## src/rtl/bcp_pkg.sv

```systemverilog
// Shared types and constants for the BCP implication arbiter.
package bcp_pkg;

  localparam int unsigned N_REQ     = 8;
  localparam int unsigned SRC_W     = 3;
  localparam int unsigned LIT_W_DEF = 16;

  typedef enum logic [1:0] {
    IDLE,
    ISSUE,
    CONFLICT
  } arb_state_t;

  // Bits strictly below idx set: the engines that come next in descending round-robin order.
  function automatic logic [N_REQ-1:0] below_mask(input logic [SRC_W-1:0] idx);
    return (N_REQ'(1) << idx) - N_REQ'(1);
  endfunction

endpackage

```

## src/rtl/priority_encoder_comb.sv

```systemverilog
// Highest-set-bit priority encoder; an all-zero input yields index 0.
module priority_encoder_comb #(
  parameter int unsigned W  = 8,
  parameter int unsigned OW = 3
) (
  input  logic [W-1:0]  vec_i,
  output logic [OW-1:0] idx_o
);

  always_comb begin
    idx_o = '0;
    for (int unsigned i = 0; i < W; i++) begin
      if (vec_i[i]) idx_o = OW'(i);
    end
  end

endmodule

```

## src/rtl/bcp_implication_arbiter.sv

```systemverilog
// Round-robin arbiter sharing the BCP trail-write port between eight engines,
// with conflict escalation to the solver controller.
module bcp_implication_arbiter #(
  parameter int unsigned LIT_W = bcp_pkg::LIT_W_DEF,
  parameter int unsigned N_REQ = bcp_pkg::N_REQ
) (
  input  logic                   clk,
  input  logic                   rst,
  input  logic [N_REQ-1:0]       req_valid,
  input  logic [N_REQ*LIT_W-1:0] req_lit,
  input  logic [N_REQ-1:0]       req_conflict,
  output logic [N_REQ-1:0]       req_ack,
  output logic                   imp_valid,
  output logic [LIT_W-1:0]       imp_lit,
  output logic [2:0]             imp_src,
  input  logic                   imp_ready,
  output logic                   conflict,
  output logic [2:0]             conflict_src,
  input  logic                   conflict_clear,
  output logic                   busy
);
  import bcp_pkg::*;

  arb_state_t       state_q, state_d;
  logic [SRC_W-1:0] last_src_q, last_src_d;
  logic [SRC_W-1:0] imp_src_q, imp_src_d;
  logic [SRC_W-1:0] conflict_src_q, conflict_src_d;
  logic [LIT_W-1:0] imp_lit_q, imp_lit_d;
  logic [N_REQ-1:0] req_ack_q, req_ack_d;
  logic             imp_valid_q, imp_valid_d;
  logic             conflict_q, conflict_d;
  logic             busy_q;

  logic [N_REQ-1:0] masked, full_vec;
  logic [SRC_W-1:0] masked_idx, full_idx, sel_idx;
  logic [LIT_W-1:0] sel_lit;
  logic             conf_any;

  assign conf_any = |req_conflict;
  assign masked   = req_valid & below_mask(last_src_q);
  // The full-vector encoder serves conflicts in IDLE, otherwise the valid vector.
  assign full_vec = (state_q == IDLE && conf_any) ? req_conflict : req_valid;

  priority_encoder_comb #(.W(N_REQ), .OW(SRC_W)) u_enc_masked (
    .vec_i (masked),
    .idx_o (masked_idx)
  );

  priority_encoder_comb #(.W(N_REQ), .OW(SRC_W)) u_enc_full (
    .vec_i (full_vec),
    .idx_o (full_idx)
  );

  assign sel_idx = (|masked) ? masked_idx : full_idx;

  always_comb begin
    sel_lit = '0;
    for (int unsigned i = 0; i < N_REQ; i++) begin
      if (sel_idx == SRC_W'(i)) sel_lit = req_lit[i*LIT_W +: LIT_W];
    end
  end

  always_comb begin
    state_d        = state_q;
    last_src_d     = last_src_q;
    imp_src_d      = imp_src_q;
    imp_lit_d      = imp_lit_q;
    imp_valid_d    = imp_valid_q;
    conflict_d     = conflict_q;
    conflict_src_d = conflict_src_q;
    req_ack_d      = '0;
    case (state_q)
      IDLE: begin
        if (conf_any) begin
          state_d        = CONFLICT;
          conflict_d     = 1'b1;
          conflict_src_d = full_idx;
        end else if (|req_valid) begin
          state_d     = ISSUE;
          imp_valid_d = 1'b1;
          imp_lit_d   = sel_lit;
          imp_src_d   = sel_idx;
          req_ack_d   = N_REQ'(1) << sel_idx;
          last_src_d  = sel_idx;
        end
      end
      ISSUE: begin
        if (imp_ready) begin
          imp_valid_d = 1'b0;
          state_d     = IDLE;
        end
      end
      CONFLICT: begin
        if (conflict_clear) begin
          conflict_d = 1'b0;
          last_src_d = '0;
          state_d    = IDLE;
        end
      end
      default: state_d = IDLE;
    endcase
  end

  always_ff @(posedge clk or posedge rst) begin
    if (rst) begin
      state_q        <= IDLE;
      last_src_q     <= '0;
      imp_src_q      <= '0;
      imp_lit_q      <= '0;
      imp_valid_q    <= 1'b0;
      conflict_q     <= 1'b0;
      conflict_src_q <= '0;
      req_ack_q      <= '0;
      busy_q         <= 1'b0;
    end else begin
      state_q        <= state_d;
      last_src_q     <= last_src_d;
      imp_src_q      <= imp_src_d;
      imp_lit_q      <= imp_lit_d;
      imp_valid_q    <= imp_valid_d;
      conflict_q     <= conflict_d;
      conflict_src_q <= conflict_src_d;
      req_ack_q      <= req_ack_d;
      busy_q         <= (state_d != IDLE);
    end
  end

  assign req_ack      = req_ack_q;
  assign imp_valid    = imp_valid_q;
  assign imp_lit      = imp_lit_q;
  assign imp_src      = imp_src_q;
  assign conflict     = conflict_q;
  assign conflict_src = conflict_src_q;
  assign busy         = busy_q;

endmodule

```

## config.mk

```make
export PLATFORM = sky130hd
export DESIGN_NAME = bcp_implication_arbiter
export DESIGN_NICKNAME = d
export VERILOG_FILES = /design/src/rtl/bcp_pkg.sv /design/src/rtl/priority_encoder_comb.sv /design/src/rtl/bcp_implication_arbiter.sv
export SDC_FILE = /design/constraint.sdc
export NUM_CORES = 1
export LEC_CHECK = 0
export ABC_CLOCK_PERIOD_IN_PS = 4760
export CORE_MARGIN = 10
export CORE_UTILIZATION = 44
export CTS_CLUSTER_DIAMETER = 50
export DETAILED_ROUTE_END_ITERATION = 8
export PLACE_DENSITY = 0.88
export RECOVER_POWER = 25
export SLEW_MARGIN = 20
export SYNTH_ARGS = -nofsm -noshare
export SYNTH_HDL_FRONTEND = slang
export SYNTH_SLANG_ARGS = --single-unit
```

## constraint.sdc

```tcl
create_clock -name clk -period 4.76 [get_ports clk]
set_input_delay 0.952 -clock clk [delete_from_list [all_inputs] [get_ports clk]]
set_output_delay 0.952 -clock clk [all_outputs]
set_load 0.1 [all_outputs]
```

### Word-level counts from Yosys, hierarchy flattened

Index checks and enable logic that the tools add are counted.

| word-level totals | value |
|---|---|
| logic and storage cells | 85 |
| output and inout bits | 33 |
| register bits after elaboration | 38 |

| operators by class | value |
|---|---|
| shift operators | 2 |
| equal/unequal tests | 14 |
| mux-type cells | 43 |
| reduce and logical (&&, ||, !) cells | 14 |
| bitwise logic cells | 2 |
| $add $sub $neg | 1 |

Operator list:

| operator | count |
|---|---|
| $mux 16 | 8 |
| $mux 3 | 12 |
| $mux 8 | 4 |
| $reduce_or 8->1 | 3 |
| $mux 2 | 8 |
| $shl 1x3->8 const A | 2 |
| $eq 3x3->1 const B | 4 |
| $and 8x8->8 | 1 |
| $ne 2x2->1 const B | 4 |
| $reduce_and 4->1 | 2 |
| $sub 8x2->8 const B | 1 |
| $mux 1 | 7 |
| $eq 3x2->1 const B | 2 |
| $pmux 2 s3 | 1 |
| $pmux 3 s2 | 1 |
| $reduce_and 3->1 | 2 |
| $reduce_bool 2->1 | 3 |
| $pmux 1 s2 | 2 |
| $eq 3x1->1 const B | 1 |
| $logic_not 3->1 | 1 |
| $eq 2x1->1 const B | 1 |
| $eq 2x2->1 const B | 1 |
| $logic_not 2->1 | 1 |
| $ne 2x1->1 const B | 1 |
| other kinds (3) | 3 |

### Longest topological paths before layout

Gate-level depths: netlist of run 1.

| depth | value |
|---|---|
| depth after elaboration | 20 |
| depth in mapped cells | 11 |
| depth with buffers taken out | 8 |

### Modules after synthesis

From an unflattened synthesis of run 1, not the netlist that was laid out.

| unflattened totals | value |
|---|---|
| cell total of the unflattened synthesis | 375 |
| area, all modules | 3159.3 µm² |

By module, submodules not included:

| module | area an instance (µm²) | seq. area each (µm²) | times used | cells an instance |
|---|---|---|---|---|
| bcp_implication_arbiter | 3069.2 | 950.9 | 1 | 355 |
| priority_encoder_comb | 45.0 | 0.0 | 2 | 10 |

### Worst setup path after synthesis of run 1

OpenSTA, ideal clock, no wires.

| path | value |
|---|---|
| path type | input to register |
| start point | input port req_conflict[6] |
| end point | register imp_lit_q[15] (netlist: imp_lit[15]) |
| setup slack | 1.692 ns |
| data arrival time | 2.950 ns |
| stages on the path | 10 |
| cells stage by stage | nor4_4 -> nand3_1 -> a211oi_2 -> o311ai_4 -> a21o_4 -> buf_4 -> buf_6 -> a2111oi_0 -> nor4_1 -> a21o_1 |

| on the way | value |
|---|---|
| word-level cells in the longest chain between the ends | 20 |

Ends and longest elaborated chain:

| what | line | source |
|---|---|---|
| from (decl) | bcp_implication_arbiter.sv:11 | `input logic [N_REQ-1:0] req_conflict,` |
| $reduce_or 8->1 | bcp_implication_arbiter.sv:39 | `assign conf_any = \|req_conflict;` |
| $logic_and 1x1->1 | bcp_implication_arbiter.sv:42 | `assign full_vec = (state_q == IDLE && conf_any) ? req_conflict : req_valid;` |
| $mux 8 | bcp_implication_arbiter.sv:42 |  |
| $mux 1 | priority_encoder_comb.sv:13 | `if (vec_i[i]) idx_o = OW'(i);` |
| $mux 2 (2 in a row) | priority_encoder_comb.sv:13 |  |
| $mux 3 (4 in a row) | priority_encoder_comb.sv:13 |  |
| $mux 3 | bcp_implication_arbiter.sv:54 | `assign sel_idx = (\|masked) ? masked_idx : full_idx;` |
| $logic_not 3->1 | bcp_implication_arbiter.sv:59 | `if (sel_idx == SRC_W'(i)) sel_lit = req_lit[i*LIT_W +: LIT_W];` |
| $mux 16 (8 in a row) | bcp_implication_arbiter.sv:59 |  |
| to (signal assigned) | bcp_implication_arbiter.sv:119 | `imp_lit_q <= imp_lit_d;` |
| to (decl) | bcp_implication_arbiter.sv:28 | `logic [LIT_W-1:0] imp_lit_q, imp_lit_d;` |

Several ways; a longest one is shown, not always the timed one.
A chain may end at the register's enable or synchronous reset.

### Final worst setup path of run 1

| path | value |
|---|---|
| start point | input port req_conflict[5] |
| end point | register imp_lit_q[0] (netlist: imp_lit[0]) |

Same word-level chain as after synthesis.

==> out/metrics.csv, run 1 <==
metric,value,unit
outcome,finished with violations,
violations,"max-capacitance violations, max-slew violations",
place.gp.congestion,0.8816,
grt_use_met2,36.47,%
postLayoutCoreUtil,70.26,%
tns,0,ns
layout_commonest_cell,clkdlybuf4s50_1,
busiest_layer,met2,
cts_buffers,5,
initial_utilization,44.90,%
period_share,85.22,%
hold_buffers,0,
final_cells,662,
hold_ws,0.4917,ns
ys_ff_latch,38,
drv_cap,1,
area_delta_synth_final,56.49,%
crit_type,input pin to register,
slew_viol_final,39,
min_period,4.056,ns
yosys.area.top_type,dfrtp_1,
post-place-cells,654,
synthArstFlopShare,100.0,%
reg2reg_to,imp_lit[0],
cts_resized,0,
dr.pass1.iters,4,
clk_pin_slew,0.08,ns
drt-total-wl,13890,µm
grt-ovfl-total,0,
die-area,11740,µm²
grt_antenna_before_repair,0,
hold_viol,0,
io_pins,181,
ys_types,59,
power_frac_comb,77.7,%
p_int,1.691,mW
synth_area,3433,µm²
fill_cells,602,
dieHeight,108.3,µm
p_per_area,767.5,nW/µm²
core-area,7647,µm²
r2r_start,state_q[1],
grt_pass1_vias,4064,
skew,0.007918,ns
r2r_cells,9,
syn-mean-instance-area,8.605,µm²
ys.flop_type,dfrtp_1,
synthCells,399,
ff2ff_setup_slack,1.24,ns
io_buffers,180,
ant_nets,0,
cts_tree,done,
hp-start,imp_src[0],
p_seq_share,14.2,%
rows,32,
h-tree-depth,2,
use_met1,25.69,%
synthTopCellsByArea,"dfrtp_1 (28%), a211oi_1 (16%), inv_1 (5.4%), a21o_1 (3.9%), a22o_1 (3.8%)",
grt.total_usage,22.70,%
fmax,0.2465,GHz
vias,3973,
min_path_type,register to register,
cts-root-buf,clkbuf_8,
synthesis.nets,547,
cts_buffer_depth,2,
drt_iter0_markers,297,
worstSetupEndpointType,register,
required,4.95,ns
swShare,59.00,%
ir_drop,0.0003809,V
gr-usage-met3,11.12,%
p_switching,2.433,mW
synth.top_cell.area_share,27.70,%
holdPathEnd,imp_src[0],
dieWidth,108.3,µm
p_clk_share,8.1,%
clock-sinks,38,
diodes,0,
synth_edf_count,0,
grt_start_max_net_pins,39,
yosysWarnings,0,
worstMarginPinSlew,2.044,ns
setup_viol,0,
cp_max_fo,19,
clk-insertion-delay-late,0.29,ns
layout.nets,707,
leakage,2.130,nW
dpl.hpwl,10990,µm
arrival,4.25,ns
routedWlPerCell,20.98,µm
yosysSeqAreaShare,27.70,%
relSlewSlack,-36.25,%
drc,0,
vias_per_cell,6.002,
final_cell_mix,"clkdlybuf4s50_1 (179), a211oi_1 (75), inv_1 (48)",
drive_above_1_share,8.393,%
cts_setup_buffers,0,
startpoint_type,input pin,
min_path_cells,2,
rsz0062_at_grt,no,
grt_pass1_wl,21450,µm
## worst max-delay path, stage by stage
cell             delay, ns
clkdlybuf4s50_1       0.50
nor4_4                0.43
and4b_1               0.33
nor4bb_4              0.08
o311ai_4              0.36
a21oi_4               0.25
nor3_2                0.84
a2111oi_0             0.29
a21o_1                0.23
## cell usage after synthesis, types with 2 or more instances
master,number
nor4_1,18
o21ai_0,25
clkbuf_1,9
nor3_1,9
a22o_1,15
nor2_1,13
mux2_4,2
and4b_1,2
a2111oi_1,7
nand2_1,15
dfrtp_1,38
mux2_2,2
o21a_1,2
a2111oi_0,8
buf_2,19
mux2i_1,3
nor4_4,3
buf_4,5
o311ai_4,2
a211oi_1,75
a21oi_1,9
a31oi_1,2
inv_1,49
buf_6,7
nand4b_1,2
nand3_1,6
a21o_1,18
nor3_2,2
or2_2,2
## metal layers
layer	share of wire [%]	wire, µm	vias to the layer above
met1	37	5205	1850
met2	47	6481	230
met5	0	0	-
met3	13	1800	33
met4	2.9	398	0
li1	-	-	1860
## power by group through the flow
stage	logic, mW	clock network (mW)	registers (mW)
finish	3.21	0.335	0.584
global route	3.40	0.352	0.601
CTS	3.19	0.335	0.581
detailed placement	3.18	0	0.580
global placement	3.14	0	0.580
floorplan	1.71	0	1.35
## cell families after synthesis
family | synth area share, %
AO/OA/AOI/OAI | 40.89
buffers and inverters | 12.61
AND/OR/NAND/NOR | 15.74
flip-flops | 27.70
multiplexers | 3.061
## how the worst max path moves through the flow
stage                               start     endpoint  depth (start not counted)
after detailed placement  req_conflict[5]  imp_lit[11]                          9
after global placement    req_conflict[5]  imp_lit[12]                          9
final                     req_conflict[5]   imp_lit[0]                          9
after global routing      req_conflict[5]  imp_lit[10]                          9
after floorplan           req_conflict[6]  imp_lit[15]                         10
after CTS                 req_conflict[5]   imp_lit[0]                          9
## per-stage QoR
stage                     power, mW  setup slack (ns)  area [µm²]
after floorplan               3.059             1.692        3433
after global placement        3.718            0.5619        5239
after detailed placement      3.763            0.4615        5239
after CTS                     4.107            0.7167        5376
after global routing          4.354            0.5324        5373
final                         4.124            0.7037        5373
## registers in the layout (all words and copies together), names as in the netlist
signal        cells
last_src_q        3
conflict          1
state_q           2
imp_valid         1
conflict_src      3
req_ack           8
imp_src           3
busy              1
imp_lit          16
## area by class of cell
cell class / count / area (µm²) / share of cell area, %
clock buffer: 5 / 68.82 / 1.281
clock inverter: 3 / 68.82 / 1.281
inverter: 49 / 183.9 / 3.423
multi-input combinational: 271 / 2069 / 38.52
sequential: 38 / 950.9 / 17.70
tap: 102 / 127.6 / 2.375
timing repair buffer: 194 / 1903 / 35.42
Power figures use the tool's default switching activity.
==> inputs of run 2 (changes only) <==
CAP_MARGIN = 20   (was not set)
==> results of run 2 <==
The final DEF is identical to that of run 1; final timing and power are the same.
==> inputs of run 3 (changes only) <==
ABC_CLOCK_PERIOD_IN_PS = not set   (was 4760)
==> results of run 3 <==
The final DEF is identical to that of run 1; final timing and power are the same.
